--- src/rtl/gelato_inst_buffer_pkg.sv ---
// Shared types and constants for the per-warp instruction buffer.
//   inst_t      : decoded instruction; warp_num selects the target FIFO
//   warp_num_t  : warp index
//   ib_ptr_t    : FIFO pointer, log2(depth)+1 bits (the extra MSB separates full from empty)
//   IB_*        : default sizing shared by the buffer and its users
package gelato_inst_buffer_pkg;

    localparam int IB_NUM_WARPS = 8;
    localparam int IB_WARP_W    = $clog2(IB_NUM_WARPS);
    localparam int IB_DEPTH     = 4;
    localparam int IB_AFULL_TH  = 1;
    localparam int IB_PTR_W     = $clog2(IB_DEPTH) + 1;

    typedef logic [IB_WARP_W-1:0] warp_num_t;
    typedef logic [IB_PTR_W-1:0]  ib_ptr_t;

    typedef struct packed {
        logic [31:0] pc;
        warp_num_t   warp_num;
        logic [31:0] opcode;
    } inst_t;

endpackage

--- src/rtl/gelato_warp_fifo.sv ---
// Single-warp circular FIFO of inst_t.
//   clk, rst       : clock, synchronous active-high reset (pointers only)
//   enq, enq_data  : write one entry (ignored when full)
//   deq            : pop the head (ignored when empty)
//   flush          : empty the FIFO; wins over a same-cycle enq/deq
//   head           : combinational peek of the oldest entry
//   empty/full/afull : status derived from the registered pointers
module gelato_warp_fifo
    import gelato_inst_buffer_pkg::*;
#(
    parameter int DEPTH    = IB_DEPTH,
    parameter int AFULL_TH = IB_AFULL_TH
) (
    input  logic  clk,
    input  logic  rst,
    input  logic  enq,
    input  inst_t enq_data,
    input  logic  deq,
    input  logic  flush,
    output inst_t head,
    output logic  empty,
    output logic  full,
    output logic  afull
);

    localparam int PTR_W = $clog2(DEPTH) + 1;
    localparam int IDX_W = PTR_W - 1;

    logic [PTR_W-1:0] rd_reg;
    logic [PTR_W-1:0] wr_reg;
    logic [PTR_W-1:0] count;
    logic [PTR_W:0]   free_cnt;
    logic             enq_fire;
    logic             deq_fire;

    // Storage is deliberately not reset; validity comes from the pointers.
    inst_t mem [DEPTH];

    assign empty = (rd_reg == wr_reg);
    assign full  = (rd_reg[PTR_W-1] != wr_reg[PTR_W-1]) &&
                   (rd_reg[IDX_W-1:0] == wr_reg[IDX_W-1:0]);
    // Pointers wrap modulo 2*DEPTH, so plain subtraction yields the occupancy.
    assign count    = wr_reg - rd_reg;
    assign free_cnt = (PTR_W+1)'(DEPTH) - {1'b0, count};
    assign afull    = (free_cnt <= (PTR_W+1)'(AFULL_TH));

    assign enq_fire = enq && !full && !flush;
    assign deq_fire = deq && !empty && !flush;

    assign head = mem[rd_reg[IDX_W-1:0]];

    always_ff @(posedge clk) begin
        if (rst) begin
            rd_reg <= '0;
            wr_reg <= '0;
        end else if (flush) begin
            rd_reg <= '0;
            wr_reg <= '0;
        end else begin
            if (enq_fire) wr_reg <= wr_reg + 1'b1;
            if (deq_fire) rd_reg <= rd_reg + 1'b1;
        end
    end

    always_ff @(posedge clk) begin
        if (!rst && enq_fire) begin
            mem[wr_reg[IDX_W-1:0]] <= enq_data;
        end
    end

endmodule

--- src/rtl/gelato_inst_buffer.sv ---
// Per-warp instruction buffer between decoder and warp scheduler.
//   clk, rst        : clock, synchronous active-high reset
//   enq_valid/enq_inst/enq_ready : decoder push; target warp = enq_inst.warp_num
//   deq_req/deq_warp/deq_inst    : scheduler pop and combinational head peek
//   nonempty_mask/full_mask/afull_mask : per-warp status from registered pointers
//   flush_valid/flush_warp       : single-cycle clear of one warp's FIFO
module gelato_inst_buffer
    import gelato_inst_buffer_pkg::*;
#(
    parameter int NUM_WARPS = IB_NUM_WARPS,
    parameter int DEPTH     = IB_DEPTH,
    parameter int AFULL_TH  = IB_AFULL_TH
) (
    input  logic                 clk,
    input  logic                 rst,
    input  logic                 enq_valid,
    input  inst_t                enq_inst,
    output logic                 enq_ready,
    input  logic                 deq_req,
    input  warp_num_t            deq_warp,
    output inst_t                deq_inst,
    output logic [NUM_WARPS-1:0] nonempty_mask,
    output logic [NUM_WARPS-1:0] full_mask,
    output logic [NUM_WARPS-1:0] afull_mask,
    input  logic                 flush_valid,
    input  warp_num_t            flush_warp
);

    warp_num_t            enq_warp;
    logic [NUM_WARPS-1:0] enq_sel;
    logic [NUM_WARPS-1:0] deq_sel;
    logic [NUM_WARPS-1:0] flush_sel;
    logic [NUM_WARPS-1:0] empty_w;
    inst_t                head_w [NUM_WARPS];

    assign enq_warp = enq_inst.warp_num;

    // A flush of the target warp blocks the push so the decoder retries it
    // after the redirect; a same-cycle pop is not considered.
    assign enq_ready = !full_mask[enq_warp] && !flush_sel[enq_warp];

    genvar gi;
    generate
        for (gi = 0; gi < NUM_WARPS; gi++) begin : g_warp
            assign flush_sel[gi] = flush_valid && (flush_warp == warp_num_t'(gi));
            assign enq_sel[gi]   = enq_valid && enq_ready && (enq_warp == warp_num_t'(gi));
            assign deq_sel[gi]   = deq_req && (deq_warp == warp_num_t'(gi));

            gelato_warp_fifo #(
                .DEPTH    (DEPTH),
                .AFULL_TH (AFULL_TH)
            ) u_fifo (
                .clk      (clk),
                .rst      (rst),
                .enq      (enq_sel[gi]),
                .enq_data (enq_inst),
                .deq      (deq_sel[gi]),
                .flush    (flush_sel[gi]),
                .head     (head_w[gi]),
                .empty    (empty_w[gi]),
                .full     (full_mask[gi]),
                .afull    (afull_mask[gi])
            );

            assign nonempty_mask[gi] = !empty_w[gi];
        end
    endgenerate

    // Empty FIFOs present zero so stale storage never leaks to the scheduler.
    always_comb begin
        deq_inst = '0;
        if (nonempty_mask[deq_warp]) begin
            deq_inst = head_w[deq_warp];
        end
    end

endmodule

--- config.mk ---
export PLATFORM = sky130hd
export DESIGN_NAME = gelato_inst_buffer
export DESIGN_NICKNAME = d
export VERILOG_FILES = /design/src/rtl/gelato_inst_buffer_pkg.sv /design/src/rtl/gelato_warp_fifo.sv /design/src/rtl/gelato_inst_buffer.sv
export SDC_FILE = /design/constraint.sdc
export NUM_CORES = 2
export LEC_CHECK = 0
export BUFFER_PORTS_ARGS = -buffer_cell sky130_fd_sc_hd__buf_2
export CORE_ASPECT_RATIO = 1.5
export CORE_MARGIN = 2
export CORE_UTILIZATION = 42
export CTS_CLUSTER_SIZE = 40
export DETAILED_ROUTE_END_ITERATION = 7
export PLACE_DENSITY_LB_ADDON = 0.25
export SYNTH_ARGS = -nofsm -noshare
export SYNTH_HDL_FRONTEND = slang
export SYNTH_SLANG_ARGS = --single-unit
--- constraint.sdc ---
create_clock -name clk -period 7.9 [get_ports clk]
set_input_delay 0.79 -clock clk [delete_from_list [all_inputs] [get_ports clk]]
set_output_delay 0.79 -clock clk [all_outputs]
set_load 0.05 [all_outputs]
* After elaboration in Yosys (flattened, before gate mapping) *
Memory sizes are Yosys's and may differ from the RTL's. A register that Yosys moved wholly into a read port is not among the register bits.
Cells that the tools add are included.

operators by class
  add/subtract/negate cells = 32
  multiply operators = 0
  divide/modulo/power cells = 0
  order comparisons = 11
  equality and inequality tests = 45
  shifts and indexed selects = 0
  muxes and demuxes = 42
  bitwise operators = 1
  reductions and logical operators = 112

operators by type and width
  cell                   count
  $bmux W67 S3           1
  $mux W67               3
  $logic_and A1 B1 Y1    74
  $add A3 B1 Y3 const B  16
  $eq A3 B3 Y1 const B   12
  $le A4 B1 Y1 const B   8
  $mux W2                16
  $sub A3 B3 Y4 const A  8
  $logic_not A1 Y1       27
  $eq A3 B3 Y1           8
  $sub A3 B3 Y3          8
  $mux W1                19
  $eq A3 B2 Y1 const B   6
  $eq A2 B2 Y1           8
  $reduce_or A2 Y1       8
  $bmux W1 S3            3
  $eq A3 B1 Y1 const B   3
  $logic_not A3 Y1       3
  $lt A3 B4 Y1 const B   2
  $ne A1 B1 Y1           8
  $ge A4 B4 Y1 const B   1
  $not A3 Y4             1

storage, ports and cells
  register bits = 48
  bits in latches = 0
  bits in writable memories = 2,144
  memory bits (read-only) = 0
  memories kept = 8

memories
  name                  words  bits a word  rd ports  clocked after memory_dff  wr ports  RTL line                RTL
  g_warp[0].u_fifo.mem  4      67           1         1                         1         gelato_warp_fifo.sv:37  inst_t mem [DEPTH];
  g_warp[1].u_fifo.mem  4      67           1         1                         1         gelato_warp_fifo.sv:37
  g_warp[2].u_fifo.mem  4      67           1         1                         1         gelato_warp_fifo.sv:37
  g_warp[3].u_fifo.mem  4      67           1         1                         1         gelato_warp_fifo.sv:37
  g_warp[4].u_fifo.mem  4      67           1         1                         1         gelato_warp_fifo.sv:37
  g_warp[5].u_fifo.mem  4      67           1         1                         1         gelato_warp_fifo.sv:37
  2 more memories       --     --           --        --                        --        --

* Logic depth before layout (Yosys ltp) *
  depth in word-level cells = 13
  gate-level depth with buffers = 9

* Modules after synthesis *
Synthesis repeated with hierarchy kept, for this count alone.

unflattened totals
  cells, all modules = 3,657
  area, all modules = 86,498.0 um^2

modules (own cells, without submodules)
  module              instances  cells each  area each (um^2)  sequential area each (um^2)
  gelato_warp_fifo    8          410         10,239.8          8,207.9
  gelato_inst_buffer  1          377         4,579.4           0.0

* Least setup slack after synthesis *
Ideal clock, no wire load.

  kind = input-to-reg
  start point = input enq_inst[33] (netlist bit)
  end point = memory g_warp[7].u_fifo.mem[3][0] (netlist bit), enable pin
  setup time = 0.657 ns
  arrival = 7.938 ns
  data required time = 7.243 ns
  setup slack = -0.695 ns
  stages on the path = 4
  cell sequence = clkbuf_1 -> nand2_1 -> or3_1 -> nor4_1

on the way
  longest elaborated chain between the ends = 11
  elaborated cells between the ends (all ways) = 15
  those cells by class = eq/ne (1); mux (6); reduce/logical (8)

ends and longest elaborated chain
  element                              RTL line                  RTL
  start, declared                      gelato_inst_buffer.sv:17  input inst_t enq_inst,
  $bmux W1 S3                          gelato_inst_buffer.sv:40  assign enq_ready = !full_mask[enq_warp] && !flush_sel[enq_warp];
  $mux W1 (implied by the code)        gelato_inst_buffer.sv:40
  $logic_not A1 Y1                     gelato_inst_buffer.sv:40
  $logic_and A1 B1 Y1                  gelato_inst_buffer.sv:40
  $logic_and A1 B1 Y1                  gelato_inst_buffer.sv:46  assign enq_sel[gi] = enq_valid && enq_ready && (enq_warp == warp_num_t'(gi));
  $logic_and A1 B1 Y1 *                gelato_inst_buffer.sv:46
  $logic_and A1 B1 Y1 * (2 in series)  gelato_warp_fifo.sv:47    assign enq_fire = enq && !full && !flush;
  $logic_and A1 B1 Y1 *                gelato_warp_fifo.sv:66    if (!rst && enq_fire) begin
  $mux W1 *                            gelato_warp_fifo.sv:66
  $mux W1 (implied by the code) *      gelato_warp_fifo.sv:67    mem[wr_reg[IDX_W-1:0]] <= enq_data;
  end, declared                        gelato_warp_fifo.sv:37

Mark *: on every way between the ends. The rest lies on a longest branch, timed or not. The select of a mux whose other input is x is not followed.

==> summary.md <==
| Metric | Value |
|---|---|
| Outcome | completed |
| Cell Rows | roughly 200 |
| Required @ worst endpoint | a little over 7 ns |
| Post-synthesis cell type count | between 50 and 60 |
| CP Launch Type | flip-flop |
| Share of layout cells above drive strength 1 | 22.2% |
| Cells after Synth | roughly 4200 |
| Slew @ Worst Pin | between 1 and 1.5 ns |
| Post-synth top flop | edfxtp_1 |
| Final antenna-violating net count | 0 |
| 1st-iter DRT viols | 3675 |
| TritonCTS clock tree | built |
| Max-slew headroom | roughly 26% |
| Hold buffers post-CTS | 0 |
| Reg2Reg Launch Point | g_warp[1].u_fifo.wr_reg[0]$_SDFFE_PP0P_ |
| Cell with the most instances after synthesis | edfxtp_1 |
| Clock share of power | 42.3% |
| Post-synth top area share | 75.0% |
| Max FFs per register | between 2000 and 2500 |
| Global-route usage over all layers | roughly a fifth |
| Post-DP HPWL | roughly 130 mm |
| First-pass GRT wire length | roughly 320 mm |
| Yosys reg bits | roughly 2200 |
| Highest routed layer | met5 |
| Drt first pass iters | 5 |
| GPL Wtd Cong | about 0.79 |
| Fin crit share | between 60 and 70% |
| Routed wl met3 | around 11 mm |
| Synth area leaders | edfxtp_1 (75%), mux4_2 (8.5%), mux2i_1 (4.8%) |
| Slew Limit Fails | 0 |
| Async SR Flop Fraction | 0% |
| Avg Inst Size Synth | roughly 21 sq um |
| Final Skew | roughly 0.084 ns |
| EDFF count, synth | roughly 2100 |
| Core area | ~200000 sq um |
| Setup crit end kind | output port |
| Initial antenna violation count | 9 |
| DIE AREA | between 200000 and 250000 sq um |
| Die width | between 300 and 400 um |
| Initial Util | a little over two fifths |
| Post-DP Area | between 80000 and 90000 sq um |
| Fin area | slightly below 100000 sq um |
| Flop pwr share | 55.2% |
| Clock sinks | between 2000 and 2500 |
| Clock transition at path regs | around 0.070 ns |
| Arr. time, crit path | around 4.4 ns |
| Max VDD drop | roughly 0.00020 V |
| Max H-tree Level | 4 |
| Leak Pwr | slightly below 0.03 uW |
| Drt drc | 0 |
| IO Pins | 170 |
| Setup TNS | 0 ns |
| Die H | 558 um |
| Fillers | about 17000 |
| Total gr overflow | 0 |
| Post-synthesis net count | 4303 |
| DR vias | about 42000 |
| P_sw | roughly 4800 uW |
| Fmax | about 190 MHz |
| Origin of the worst min-delay path | enq_inst[57] |
| Layout area overhead | 12.0% |
| Final Hold Fails | 0 |
| Post-CTS repair timing setup buffer count | 0 |
| Synth warnings | 0 |
| Setup-failing EPs final | 0 |
| Post-synthesis cell area | between 80000 and 90000 sq um |
| Drt total wl | roughly 220 mm |
| Critical path class | flip-flop to output port |
| Pin count of the biggest net entering global routing | 71 |
| Seq/Total Area, Yosys | 76.5% |
| Combinational power share | 2.6% |
| Worst skew pair latency | 0.88 ns |
| Via/cell ratio | between 5 and 6 |
| R2R setup slack | between 3 and 4 ns |
| Critical-path maximum fanout | 52 |
| Cts repair resizes | 0 |
| Commonest cells in the synthesized netlist | edfxtp_1 (2144), mux2i_1 (413), mux4_2 (324) |
| RSZ-0062 raised after global routing | no |
| Dpl ws | roughly 3.0 ns |
| Clock root buffer master | clkbuf_16 |
| Final Net Count | between 4000 and 5000 |
| MaxCap Viol Count | 0 |
| Wire length per cell | 31.2 um |
| Internal Pwr Total | about 19000 uW |
| WL met1 | 87.0 mm |
| Hold Path Class | input pin to flip-flop |
| Synth area leader | edfxtp_1 |
| Worst setup margin | around 2.7 ns |
| I/O Buffers | approximately 170 |
| DR WL met2 | around 120 mm |
| Max Root-Sink Buffers | 4 |
| Final Util | a little under half |
| Sw frac | 20.5% |
| Clock buffer count from CTS | roughly 210 |
| Number of global-route vias before repair | ~43000 |
| Min Tclk post-route | roughly 5.2 ns |
| PwrDens | approximately 240 nW/um^2 |
==> worst paths after layout <==
| kind | to | cells past startpoint |
|---|---|---|
| worst max-delay path | deq_inst[42] | 6 |
| worst min-delay path | g_warp[6].u_fifo.mem[1][57]$_DFFE_PP_ | 1 |
| worst max register to register | g_warp[1].u_fifo.mem[2][41]$_DFFE_PP_ | 9 |
| worst min register to register | g_warp[0].u_fifo.wr_reg[2]$_SDFFE_PP0P_ | 2 |
==> cells by family (layout without fill, tap and decap cells) <==
logic type / after synthesis / in the layout / synth area share, %
flip-flops: 2208 / 2208 / 76.5
multiplexers: 749 / 749 / 13.7
AO/OA/AOI/OAI: 576 / 576 / 5.33
buffers and inverters: 284 / 650 / 1.65
AND/OR/NAND/NOR: 229 / 229 / 1.32
adder cells (fa/ha/maj): 64 / 64 / 1.00
XOR/XNOR: 51 / 51 / 0.564
other: 0 / 4 / 0
==> area by class of cell <==
| class | count | area [sq um] | area share, % |
|---|---|---|---|
| Multi-Input combinational cell | 1669 | 19000 | 19.7 |
| Antenna cell | 4 | 10.0 | 0.0104 |
| Clock inverter | 114 | 1140 | 1.19 |
| Sequential cell | 2208 | 65700 | 68.3 |
| Inverter | 35 | 134 | 0.139 |
| Timing Repair Buffer | 249 | 1470 | 1.52 |
| Tap cell | 2665 | 3330 | 3.47 |
| Clock buffer | 252 | 5420 | 5.64 |
==> metrics by stage <==
stage	hold WS (ns)	instances	total power, uW
detailed placement	0.521	6826	13700
floorplan	0.492	4161	13400
global route	0.406	7195	24000
finish	0.414	7196	23400
CTS	0.363	7192	23500
global placement	0.502	6826	13700
==> cells in the final DEF, fill, tap and decap left out, types with 22 or more instances in the layout <==
cell type,Yosys,final
o22ai_1,202,202
xor2_1,25,25
mux2i_1,413,413
clkbuf_16,0,210
ha_1,56,56
and2_4,0,30
a221oi_1,27,27
clkinv_1,0,55
a221oi_2,39,39
o21ai_0,78,78
buf_2,75,168
clkbuf_1,116,41
edfxtp_1,2144,2144
bufinv_16,0,22
nor2_1,78,78
a21oi_1,76,75
a22o_1,66,66
inv_1,35,34
buf_4,22,79
mux4_2,324,324
clkinv_2,0,23
nand2_1,43,40
dfxtp_1,64,51
o221ai_2,54,54
==> layer usage <==
layer / vias to the layer above / GRT usage [%]
met5: - / 0
met4: 8 / 6.68
met3: 334 / 2.67
met1: 22700 / 26.5
met2: 1274 / 39.0
li1: 17700 / -
==> power groups by stage <==
stage,Sequential (uW),Combinational (uW),Clock (uW)
2_1_floorplan,13100,268,0
3_3_place_gp,13100,592,0
3_5_place_dp,13100,606,0
4_1_cts,12900,607,10000
5_1_grt,12900,640,10500
6_report,12900,601,9870
==> critical path, stage by stage, from the launching register on <==
cell and delay (ns):
dfxtp_4 1.02, buf_4 0.72, mux2i_1 0.27, o22ai_1 0.09
o21ai_0 0.71, o221ai_2 0.34, buf_2 0.31
Power figures use the tool's default switching activity.
